File: src/rtl/can_pkg.sv
// Shared CAN constants and types for the arbitration field deserializer.
package can_pkg;

    localparam int unsigned BASE_ID_W = 11;
    localparam int unsigned EXT_ID_W  = 18;
    localparam int unsigned CNT_W     = 5;

    typedef enum logic [2:0] {
        StIdle,
        StBase,
        StSrrRtr,
        StIdeS,
        StExt,
        StRtrExt,
        StFinal
    } arb_state_t;

endpackage

File: src/rtl/arbitration_field_deserializer.sv
// Deserializes SOF..end of arbitration field into IDF/IDF_ex/IDE/RTR.
// Optional SRR form check is enabled by defining ARB_FORM_CHECK_EN.
module arbitration_field_deserializer
    import can_pkg::*;
(
    input  logic                 SP,
    input  logic                 reset,
    input  logic                 frame_start,
    input  logic                 bit_in,
    input  logic                 bit_valid,
    input  logic                 frame_abort,
    output logic [BASE_ID_W-1:0] IDF,
    output logic [EXT_ID_W-1:0]  IDF_ex,
    output logic                 IDE,
    output logic                 RTR,
    output logic                 F_IDF,
    output logic                 form_err
);

    arb_state_t           state_q, state_d;
    logic [CNT_W-1:0]     bit_cnt_q, bit_cnt_d;
    logic [BASE_ID_W-1:0] idf_q, idf_d;
    logic [EXT_ID_W-1:0]  idf_ex_q, idf_ex_d;
    logic                 ide_q, ide_d;
    logic                 rtr_q, rtr_d;
    logic                 f_idf_q, f_idf_d;
`ifdef ARB_FORM_CHECK_EN
    logic                 form_err_q, form_err_d;
`endif

    always_ff @(posedge SP) begin
        if (reset) begin
            state_q   <= StIdle;
            bit_cnt_q <= '0;
            idf_q     <= '0;
            idf_ex_q  <= '0;
            ide_q     <= 1'b0;
            rtr_q     <= 1'b0;
            f_idf_q   <= 1'b1;
`ifdef ARB_FORM_CHECK_EN
            form_err_q <= 1'b0;
`endif
        end else begin
            state_q   <= state_d;
            bit_cnt_q <= bit_cnt_d;
            idf_q     <= idf_d;
            idf_ex_q  <= idf_ex_d;
            ide_q     <= ide_d;
            rtr_q     <= rtr_d;
            f_idf_q   <= f_idf_d;
`ifdef ARB_FORM_CHECK_EN
            form_err_q <= form_err_d;
`endif
        end
    end

    always_comb begin
        state_d   = state_q;
        bit_cnt_d = bit_cnt_q;
        idf_d     = idf_q;
        idf_ex_d  = idf_ex_q;
        ide_d     = ide_q;
        rtr_d     = rtr_q;
        f_idf_d   = f_idf_q;
`ifdef ARB_FORM_CHECK_EN
        form_err_d = 1'b0;
`endif
        if (frame_abort) begin
            // Abort wins over a simultaneous frame_start; data is left as captured.
            state_d = StIdle;
            f_idf_d = 1'b1;
        end else if (frame_start && bit_valid) begin
            state_d   = StBase;
            bit_cnt_d = '0;
            idf_d     = '0;
            idf_ex_d  = '0;
            ide_d     = 1'b0;
            rtr_d     = 1'b0;
            f_idf_d   = 1'b0;
        end else if (state_q == StFinal) begin
            state_d = StIdle;
            f_idf_d = 1'b1;
        end else if (bit_valid) begin
            unique case (state_q)
                StIdle: ;
                StFinal: ;
                StBase: begin
                    idf_d = {idf_q[BASE_ID_W-2:0], bit_in};
                    if (bit_cnt_q == CNT_W'(BASE_ID_W - 1)) begin
                        bit_cnt_d = '0;
                        state_d   = StSrrRtr;
                    end else begin
                        bit_cnt_d = bit_cnt_q + 1'b1;
                    end
                end
                StSrrRtr: begin
                    rtr_d   = bit_in;
                    state_d = StIdeS;
                end
                StIdeS: begin
                    ide_d = bit_in;
                    if (!bit_in) begin
                        state_d = StFinal;
                    end else begin
`ifdef ARB_FORM_CHECK_EN
                        // A dominant SRR in an extended frame is a form error.
                        if (!rtr_q) begin
                            form_err_d = 1'b1;
                            f_idf_d    = 1'b1;
                            state_d    = StIdle;
                        end else begin
                            rtr_d     = 1'b0;
                            bit_cnt_d = '0;
                            state_d   = StExt;
                        end
`else
                        rtr_d     = 1'b0;
                        bit_cnt_d = '0;
                        state_d   = StExt;
`endif
                    end
                end
                StExt: begin
                    idf_ex_d = {idf_ex_q[EXT_ID_W-2:0], bit_in};
                    if (bit_cnt_q == CNT_W'(EXT_ID_W - 1)) begin
                        bit_cnt_d = '0;
                        state_d   = StRtrExt;
                    end else begin
                        bit_cnt_d = bit_cnt_q + 1'b1;
                    end
                end
                StRtrExt: begin
                    rtr_d   = bit_in;
                    state_d = StFinal;
                end
                default: state_d = StIdle;
            endcase
        end
    end

    always_comb begin
        IDF    = idf_q;
        IDF_ex = idf_ex_q;
        IDE    = ide_q;
        RTR    = rtr_q;
        F_IDF  = f_idf_q;
`ifdef ARB_FORM_CHECK_EN
        form_err = form_err_q;
`else
        form_err = 1'b0;
`endif
    end

endmodule
File: config.mk
export PLATFORM = sky130hd
export DESIGN_NAME = arbitration_field_deserializer
export DESIGN_NICKNAME = d
export VERILOG_FILES = /design/src/rtl/can_pkg.sv /design/src/rtl/arbitration_field_deserializer.sv
export SDC_FILE = /design/constraint.sdc
export NUM_CORES = 1
export LEC_CHECK = 0
export ABC_AREA = 0
export CORE_MARGIN = 1.5
export CORE_UTILIZATION = 46
export DETAILED_ROUTE_END_ITERATION = 12
export GPL_ROUTABILITY_DRIVEN = 0
export PLACE_DENSITY = 0.83
export SLEW_MARGIN = 10
export SYNTH_ARGS = -nofsm -noshare
export SYNTH_HDL_FRONTEND = slang
export SYNTH_SLANG_ARGS = --single-unit
File: constraint.sdc
create_clock -name SP -period 1.7 [get_ports SP]
set_clock_uncertainty 0.05 [all_clocks]
set_input_delay 0.425 -clock SP [delete_from_list [all_inputs] [get_ports SP]]
set_output_delay 0.425 -clock SP [all_outputs]
set_load 0.1 [all_outputs]
==> metrics.yaml, run 1 <==
routedWlPerCell_um: 16.1
synthFlopType: "dfxtp_1"
hpwl_mm: 3.81
path_class: "register to register"
r2r_slack_ns: -0.15
synth_area_leaders: "dfxtp_1, a21oi_1, nand3_1, nand2_1, ha_1"
antenna_found_initial: 0
power.total_uw: 1750
num_rows: 23
critical_path.max_stage_delay_ns: 0.42
vias: 2054
worstSkewPairLatency_ns: 0.29
endpoint: "bit_cnt_q[1]"
yosysWarnings: 0
antenna_left: 0
crit_path_top_delay_cell: "or3b_4"
path_clk_slew_ns: 0.08
powerDensity_nw_per_um2: 577
area_delta_synth_final_pct: 59.4
dr.first_iter.drc_count: 203
dp.cells: 343
crit_family: "simple AND/OR/NAND/NOR gates"
grt_usage: 0.266
finalSetupViolCount: 5
cts.path.max_buffers: 2
max-cap-violations: 0
status: "finished with violations"
layout_min_cycle_time_ns: 1.85
cts-root-buf: "clkbuf_8"
grt_start_max_net_pins: 34
cts_tree: "done"
r2r.worst_path.cells: 8
drc: 0
setup.worst_path.end_class: "register"
fmax_mhz: 541
max-vdd-ir-drop_uv: 556
seq_area_frac_synth: 0.420
synthesis.nets: 253
violations: "negative setup slack"
cp.required_ns: 1.87
synthArstFlopShare: 0
worstSetupStartpointType: "register"
worstSetupStartpoint: "bit_cnt_q[1]"
die_h_um: 67.4
fin_nets: 315
routed.top_layer: "met4"
dieArea_um2: 4540
min_period_over_period: 1.09
r2r_end: "bit_cnt_q[1]"
cts-buffers-inserted: 5
drt-met1-wl_mm: 2.39
syn_area_per_cell_um2: 7.84
worstPathCellList: "buf_6 > inv_2 > ha_4 > nand4b_1 > nor2_2 > a221oi_4 > or3b_4 > a21oi_2"
grt_pass1_wl_mm: 9.03
first_pass_iters: 5
rsz0062_at_grt: "true"
post-route-util: 0.759
r2r-start: "bit_cnt_q[1]"
cts_sinks: 40
port-buffer-count: 37
crit_path_max_fanout: 3
initial_utilization: 0.476
wl_met3_um: 304
die_width_um: 67.4
vias_per_cell: 5.79
core_area_um2: 4000
layout.cells.non_filler: 355
slew_viol_final: 0
synth_enable_flop_cells: 0
num_io_pins: 39
grt_pass1_vias: 1863
wl_mm: 5.70
worstPathArrival_ns: 2.02
leakage_uw: 0.00111
min_path_type: "register to register"
crit_cells: 8
syn_area_um2: 1910
met2_length_mm: 2.84
netlist-cell-type-count: 44
htree_levels: 2
worst_slack_ns: -0.149
yosysTopAreaCellShare: 0.420
worst-path-buf-inv: 2
grt.overflow.total: 0
holdWs_ns: 0.450
synth_seq_cells: 40
antenna_cells: 0
final-hold-violation-count: 0
syn_inst: 243
drive_above_1_share: 0.334
synth_area_leader_cell: "dfxtp_1"
==> cells by family after synthesis <==
family	synth area share
xor gates and xnor gates	0.00460
DFF	0.420
and+or+nand+nor	0.280
other	0.00197
muxes	0.00525
buffers and inverters	0.0643
AOI/OAI and AO/OA	0.197
adders and majority gates	0.0263
==> worst min path at each step <==
stage	startpoint	to	slack, ns	cells past startpoint
2_1_floorplan	bit_cnt_q[0]	bit_cnt_q[0]	0.42	2
3_3_place_gp	IDF[10]	IDF[10]	0.43	2
3_5_place_dp	IDF[10]	IDF[10]	0.44	2
4_1_cts	IDF[10]	IDF[10]	0.45	2
5_1_grt	state_q[1]	state_q[1]	0.47	2
6_report	state_q[1]	state_q[1]	0.45	2
==> layout by cell type (no fill, tap or decap), types with 2 or more instances in the layout <==
cell type,n
buf_6,3
a21oi_1,33
dlygate4sd2_1,2
nand3_1,34
dfxtp_2,4
o21ai_4,2
clkbuf_8,5
buf_12,34
inv_1,4
nor2b_1,2
ha_1,2
nand3b_1,3
nand4_1,4
nor2_1,7
a21oi_2,3
dfxtp_1,36
buf_4,32
a31oi_1,5
inv_2,2
clkdlybuf4s50_1,3
nor3_1,2
and2_1,2
o21ai_0,5
nand2_1,44
==> metrics by stage <==
| step | worst slack [ns] | setup TNS [ns] | area, um2 |
|---|---|---|---|
| after floorplan | -0.0427 | -0.0427 | 1930 |
| after global placement | -0.279 | -9.53 | 2840 |
| after detailed placement | -0.358 | -11.37 | 2840 |
| after CTS | -0.136 | -0.490 | 3000 |
| after global routing | -0.205 | -0.898 | 3040 |
| final | -0.149 | -0.526 | 3040 |
==> final cells by class <==
cell class	instances	area, um2
sequential	40	806
timing repair buffer	74	1000
tap	50	62.6
fill	255	963
clock inverter	2	12.5
clock buffer	5	68.8
inverter	6	22.5
multi-input combinational	178	1060
==> per-layer routing <==
metal,vias up,track usage
met3,14,0.0367
met4,0,0.115
met1,956,0.336
met5,-,0
li1,969,-
met2,115,0.452
==> registers in the layout (all words and copies together) (netlist names) <==
signal     count
F_IDF          1
RTR            1
IDF_ex        18
IDE            1
IDF           11
bit_cnt_q      5
state_q        3
==> cell usage after synthesis, types with 4 or more instances <==
cell type,instances
a21oi_1,36
a31oi_1,5
buf_2,5
clkbuf_1,8
dfxtp_1,40
ha_1,4
inv_1,6
nand2_1,45
nand3_1,34
nand4_1,4
nor2_1,8
o21ai_0,7
==> tightest hold or removal path, stage by stage (launching register included) <==
cell and delay, ns:
dfxtp_2 0.35, nand2_1 0.06, a21boi_1 0.05
==> report_power, final <==
group / internal, uW / total, uW / switching, uW
clock network: 278 / 613 / 335
logic: 78.6 / 195 / 116
registers: 939 / 944 / 4.21
total: 1300 / 1750 / 456
==> what timing repair did <==
item,CTS,global route
endpoints found under the setup margin,35,38
gates resized for setup,18,10
pin swaps,15,12
hold buffers,0,0
setup buffers,3,2
No activity file was read; power rests on OpenSTA's default activity.
==> inputs of run 2 (changes only) <==
CORE_MARGIN = 3   (was 1.5)
==> run 2 against run 1 <==
Against the previous run: final area is 1.9% higher; the flow still finishes with violations (negative setup slack); sequential power about the same; combinational power increased by 2%; critical path depth is the same; non-clock buffer count shrank 3; register-to-register slack better by 0.02 ns; count of clock-buffer cells in the layout up 1; die area is 9.1% higher.
==> metrics.yaml, run 2 (synthesis results as in run 1) <==
r2r-start: "bit_cnt_q[1]"
worstSkewPairLatency_ns: 0.29  # about the same
worstSetupStartpoint: "bit_cnt_q[1]"
path_class: "register to register"
grt_pass1_vias: 2040  # +9.5%
wl_mm: 6.38  # +12%
final_common_cell: "nand2_1"
antenna_left: 0  # unchanged
dieArea_um2: 4950  # +9.1%
worstPathArrival_ns: 2.01  # about the same
first_pass_iters: 5  # unchanged
routedWlPerCell_um: 18.2  # +13%
grt_start_max_net_pins: 37  # +8.8%
setup.worst_path.end_class: "register"
drive_above_1_share: 0.350  # +0.0154
crit_cells: 8  # unchanged
port-buffer-count: 37  # unchanged
crit_family: "simple AND/OR/NAND/NOR gates"
layout_min_cycle_time_ns: 1.83  # -0.0205 ns
slew_viol_final: 0  # unchanged
rsz0062_at_grt: "true"
fmax_mhz: 547  # +1.1%
power.total_uw: 1960  # +12%
num_io_pins: 39  # unchanged
grt.overflow.total: 0  # unchanged
cts-root-buf: "clkbuf_8"
cts-buffers-inserted: 5  # unchanged
path_clk_slew_ns: 0.08  # about the same
finalSetupViolCount: 6  # +1
r2r.worst_path.cells: 8  # unchanged
crit_path_max_fanout: 2  # -1
htree_levels: 2  # unchanged
worst-path-buf-inv: 2  # unchanged
violations: "negative setup slack"
core_area_um2: 3830  # -4.3%
r2r_slack_ns: -0.13  # +0.02 ns
layout_common_cells: "nand2_1, dfxtp_1, a21oi_1, buf_12, nand3_1"
cts.path.max_buffers: 2  # unchanged
worstPathCellList: "buf_6 > inv_4 > ha_4 > nand4b_1 > nor2_2 > a221oi_4 > or3b_1 > a21oi_2"
endpoint: "bit_cnt_q[1]"
crit_path_top_delay_cell: "or3b_1"
status: "finished with violations"
r2r_end: "bit_cnt_q[1]"
die_width_um: 70.4  # +4.5%
worstSetupStartpointType: "register"
max-cap-violations: 0  # unchanged
fin_nets: 312  # -0.95%
area_delta_synth_final_pct: 62.3
antenna_cells: 0  # unchanged
hpwl_mm: 3.70  # -3.1%
initial_utilization: 0.498  # +0.0217
max-vdd-ir-drop_uv: 547  # -1.7%
vias_per_cell: 6.03  # +4.2%
drc: 0  # unchanged
min_period_over_period: 1.08  # -0.0120
largest_register_ffs: 18  # unchanged
dr.first_iter.drc_count: 235  # +16%
leakage_uw: 0.00114  # +1.9%
vias: 2116  # +3.0%
final-hold-violation-count: 0  # unchanged
post-route-util: 0.808  # +0.0492
worst_slack_ns: -0.128  # +0.0205 ns
die_h_um: 70.4  # +4.5%
grt_usage: 0.253  # -0.0134
antenna_found_initial: 0  # unchanged
powerDensity_nw_per_um2: 635  # +10%
critical_path.max_stage_delay_ns: 0.40  # -0.02 ns
tns_ns: -0.325  # +0.202 ns
cts_tree: "done"
num_rows: 22  # -4.3%
grt_pass1_wl_mm: 9.96  # +10%
min_path_type: "register to register"
cts_sinks: 40  # unchanged
cp.required_ns: 1.88  # about the same
## run 2: cell types whose count changed in the layout (fill, tap and decap cells not counted), sizes merged
cell      delta
buf          -3
bufinv       +1
clkbuf       +1
clkinvlp     -1
## run 2: area by class of cell
cell class	instances	area, um2
Clock inverter	2	38.8
Clock buffer	6	82.6
Multi-Input combinational cell	178	1100
Inverter	6	25.0
Tap cell	48	60.1
Timing Repair Buffer	71	976
Fill cell	211	733
Sequential cell	40	811
## run 2: tightest hold or removal path: cells and delay by family (launching register included)
family / cells / cell delay [ns]
flip-flops: 1 / 0.35
AO/OA/AOI/OAI: 1 / 0.05
AND/OR/NAND/NOR: 1 / 0.07
## run 2: worst min path at each step
stage,depth (start not counted),slack (ns),to,start
after floorplan,2,0.42,bit_cnt_q[0],bit_cnt_q[0]
after global placement,2,0.43,IDF[10],IDF[10]
after detailed placement,2,0.44,IDF_ex[17],IDF_ex[17]
after CTS,2,0.46,IDF_ex[3],IDF_ex[3]
after global routing,2,0.48,IDF_ex[3],IDF_ex[3]
final,2,0.47,IDF_ex[12],IDF_ex[12]
## run 2: power by group
group	total, uW	switching, uW	internal [uW]
clock network	823	343	480
registers	942	4.10	938
logic	199	123	76.2
total	1960	470	1490
## run 2: repair_timing
item,4_1_cts,5_1_grt
gates cloned,0,0
setup buffers,1,1
resized for setup,26,11
hold buffers,0,0
setup endpoints to repair,36,38
pin swaps,16,7
## run 2: routing by layer
metal  routed length, um  GRT usage  vias up
li1                    -          -      964
met1                2370      0.295      968
met2                3220      0.432      151
met3                 526     0.0619       33
met4                 257      0.113        0
met5                   0          0        -
## run 2: through the flow
step | cell area [um2] | worst slack, ns | hold slack [ns] | instances
after floorplan | 1930 | -0.0427 | 0.419 | 243
after global placement | 2840 | -0.300 | 0.428 | 341
after detailed placement | 2840 | -0.407 | 0.442 | 341
after CTS | 3060 | -0.110 | 0.463 | 350
after global routing | 3090 | -0.210 | 0.477 | 351
final | 3090 | -0.128 | 0.466 | 351
==> inputs of run 3 (changes only) <==
SKIP_CTS_REPAIR_TIMING = 1   (was not set)
==> run 3 against run 2 <==
Against the previous run: the run still ends with negative setup slack left; via count decreased by 1.0%; clock power decreased by 1%; wire length decreased by 5.6%; total power decreased by 0.57%; flip-flop and latch count unchanged; non-clock buffer count decreased by 1; register-to-register slack got worse by 0.04 ns; core utilization decreased by 0.69 points; count of clock-buffer cells in the layout unchanged; final cell count decreased by 0.28%; maximum frequency decreased by 2.1%.
==> metrics.yaml, run 3 (synthesis results as in run 1) <==
status: "finished with violations"
violations: "negative setup slack"
leakage_uw: 0.00114  # +0.15%
cts_tree: "done"
port-buffer-count: 37  # unchanged
grt_pass1_vias: 1913  # -6.2%
hp-start: "IDF[6]"
setup.worst_path.end_class: "register"
path_clk_slew_ns: 0.08  # about the same
die_width_um: 70.4  # unchanged
n_fill_cell: 219  # +3.8%
max-cap-violations: 0  # unchanged
num_io_pins: 39  # unchanged
powerDensity_nw_per_um2: 637  # +0.28%
vias: 2094  # -1.0%
die_h_um: 70.4  # unchanged
largest_register_ffs: 18  # unchanged
worstSetupStartpointType: "register"
htree_levels: 2  # unchanged
hpwl_mm: 3.70  # unchanged
worstSetupStartpoint: "bit_cnt_q[1]"
min_path_type: "register to register"
cts.path.max_buffers: 2  # unchanged
path_class: "register to register"
initial_utilization: 0.498  # unchanged
worst_slack_ns: -0.167  # -0.0388 ns
worstSkewPairLatency_ns: 0.29  # about the same
fmax_mhz: 536  # -2.1%
grt.overflow.total: 0  # unchanged
drc: 0  # unchanged
antenna_found_initial: 0  # unchanged
antenna_cells: 0  # unchanged
layout_common_cells: "nand2_1, dfxtp_1, buf_12"
final_common_cell: "nand2_1"
max-vdd-ir-drop_uv: 526  # -3.8%
place_area_um2: 2840  # unchanged
drive_above_1_share: 0.331  # -0.0187
fin_nets: 311  # -0.32%
dieArea_um2: 4950  # unchanged
vias_per_cell: 5.98  # -0.76%
dp.cells: 341  # unchanged
fin_area_um2: 3070  # -0.85%
final-hold-violation-count: 0  # unchanged
antenna_left: 0  # unchanged
cts-root-buf: "clkbuf_8"
cts-buffers-inserted: 5  # unchanged
grt_pass1_wl_mm: 8.91  # -11%
worstPathArrival_ns: 2.04  # +0.03 ns
slew_viol_final: 0  # unchanged
finalSetupViolCount: 9  # +3
min_period_over_period: 1.10  # +0.0228
num_rows: 22  # unchanged
cts_sinks: 40  # unchanged
rsz0062_at_grt: "true"
first_pass_iters: 6  # +1
layout.cells.non_filler: 350  # -0.28%
routedWlPerCell_um: 17.2  # -5.4%
crit_path_max_fanout: 4  # +2
grt_usage: 0.222  # -0.0302
wl_mm: 6.02  # -5.6%
r2r-start: "bit_cnt_q[1]"
area_delta_synth_final_pct: 60.9
cp.required_ns: 1.87  # about the same
core_area_um2: 3830  # unchanged
layout_min_cycle_time_ns: 1.87  # +0.0388 ns
grt_start_max_net_pins: 37  # unchanged
dr.first_iter.drc_count: 309  # +31%
run 3: final timing paths:
| check | endpoint | slack [ns] | cells past startpoint |
|---|---|---|---|
| worst max-delay path | bit_cnt_q[1] | -0.17 | 8 |
| worst max register to register | bit_cnt_q[1] | -0.17 | 8 |
| worst min-delay path | IDF[6] | 0.47 | 2 |
| worst min register to register | IDF[6] | 0.47 | 2 |
run 3: per-stage QoR:
stage                     setup WS [ns]  total power [uW]  TNS [ns]  hold WS [ns]  utilization
after floorplan                 -0.0427              1070   -0.0427         0.419            -
after detailed placement         -0.407              1140    -11.90         0.442        0.742
after global routing             -0.218              2010     -1.16         0.480        0.802
after global placement           -0.300              1140     -9.85         0.428        0.742
final                            -0.167              1950    -0.714         0.467        0.802
after CTS                        -0.206              1940     -2.89         0.463        0.774
run 3: area by class of cell:
class / instances / area [um2] / share of cell area
Sequential cell: 40 / 806 / 0.263
Clock inverter: 2 / 38.8 / 0.0126
Clock buffer: 6 / 82.6 / 0.0269
Tap cell: 48 / 60.1 / 0.0196
Timing Repair Buffer: 70 / 980 / 0.319
Inverter: 6 / 25.0 / 0.00816
Multi-Input combinational cell: 178 / 1070 / 0.350
run 3: per-layer routing:
metal | track usage | wire, um | share of wire | up-vias
met2 | 0.366 | 3050 | 0.51 | 124
met3 | 0.0561 | 421 | 0.070 | 26
met4 | 0.0915 | 181 | 0.030 | 0
li1 | - | - | - | 962
met5 | 0 | 0 | 0 | -
met1 | 0.275 | 2360 | 0.39 | 982
run 3: where the power goes:
part / switching [uW] / total [uW] / internal (uW)
Clock: 334 / 814 / 480
Sequential: 4.11 / 944 / 939
Combinational: 119 / 195 / 76.2
run 3: critical path, cell delays in order, from the launching register on:
cell and delay [ns]:
dfxtp_2 0.35, buf_6 0.12, inv_4 0.03, ha_4 0.14, nand4b_1 0.11, nor2_2 0.08, a221oi_4 0.35, or3b_4 0.42
a21oi_2 0.14
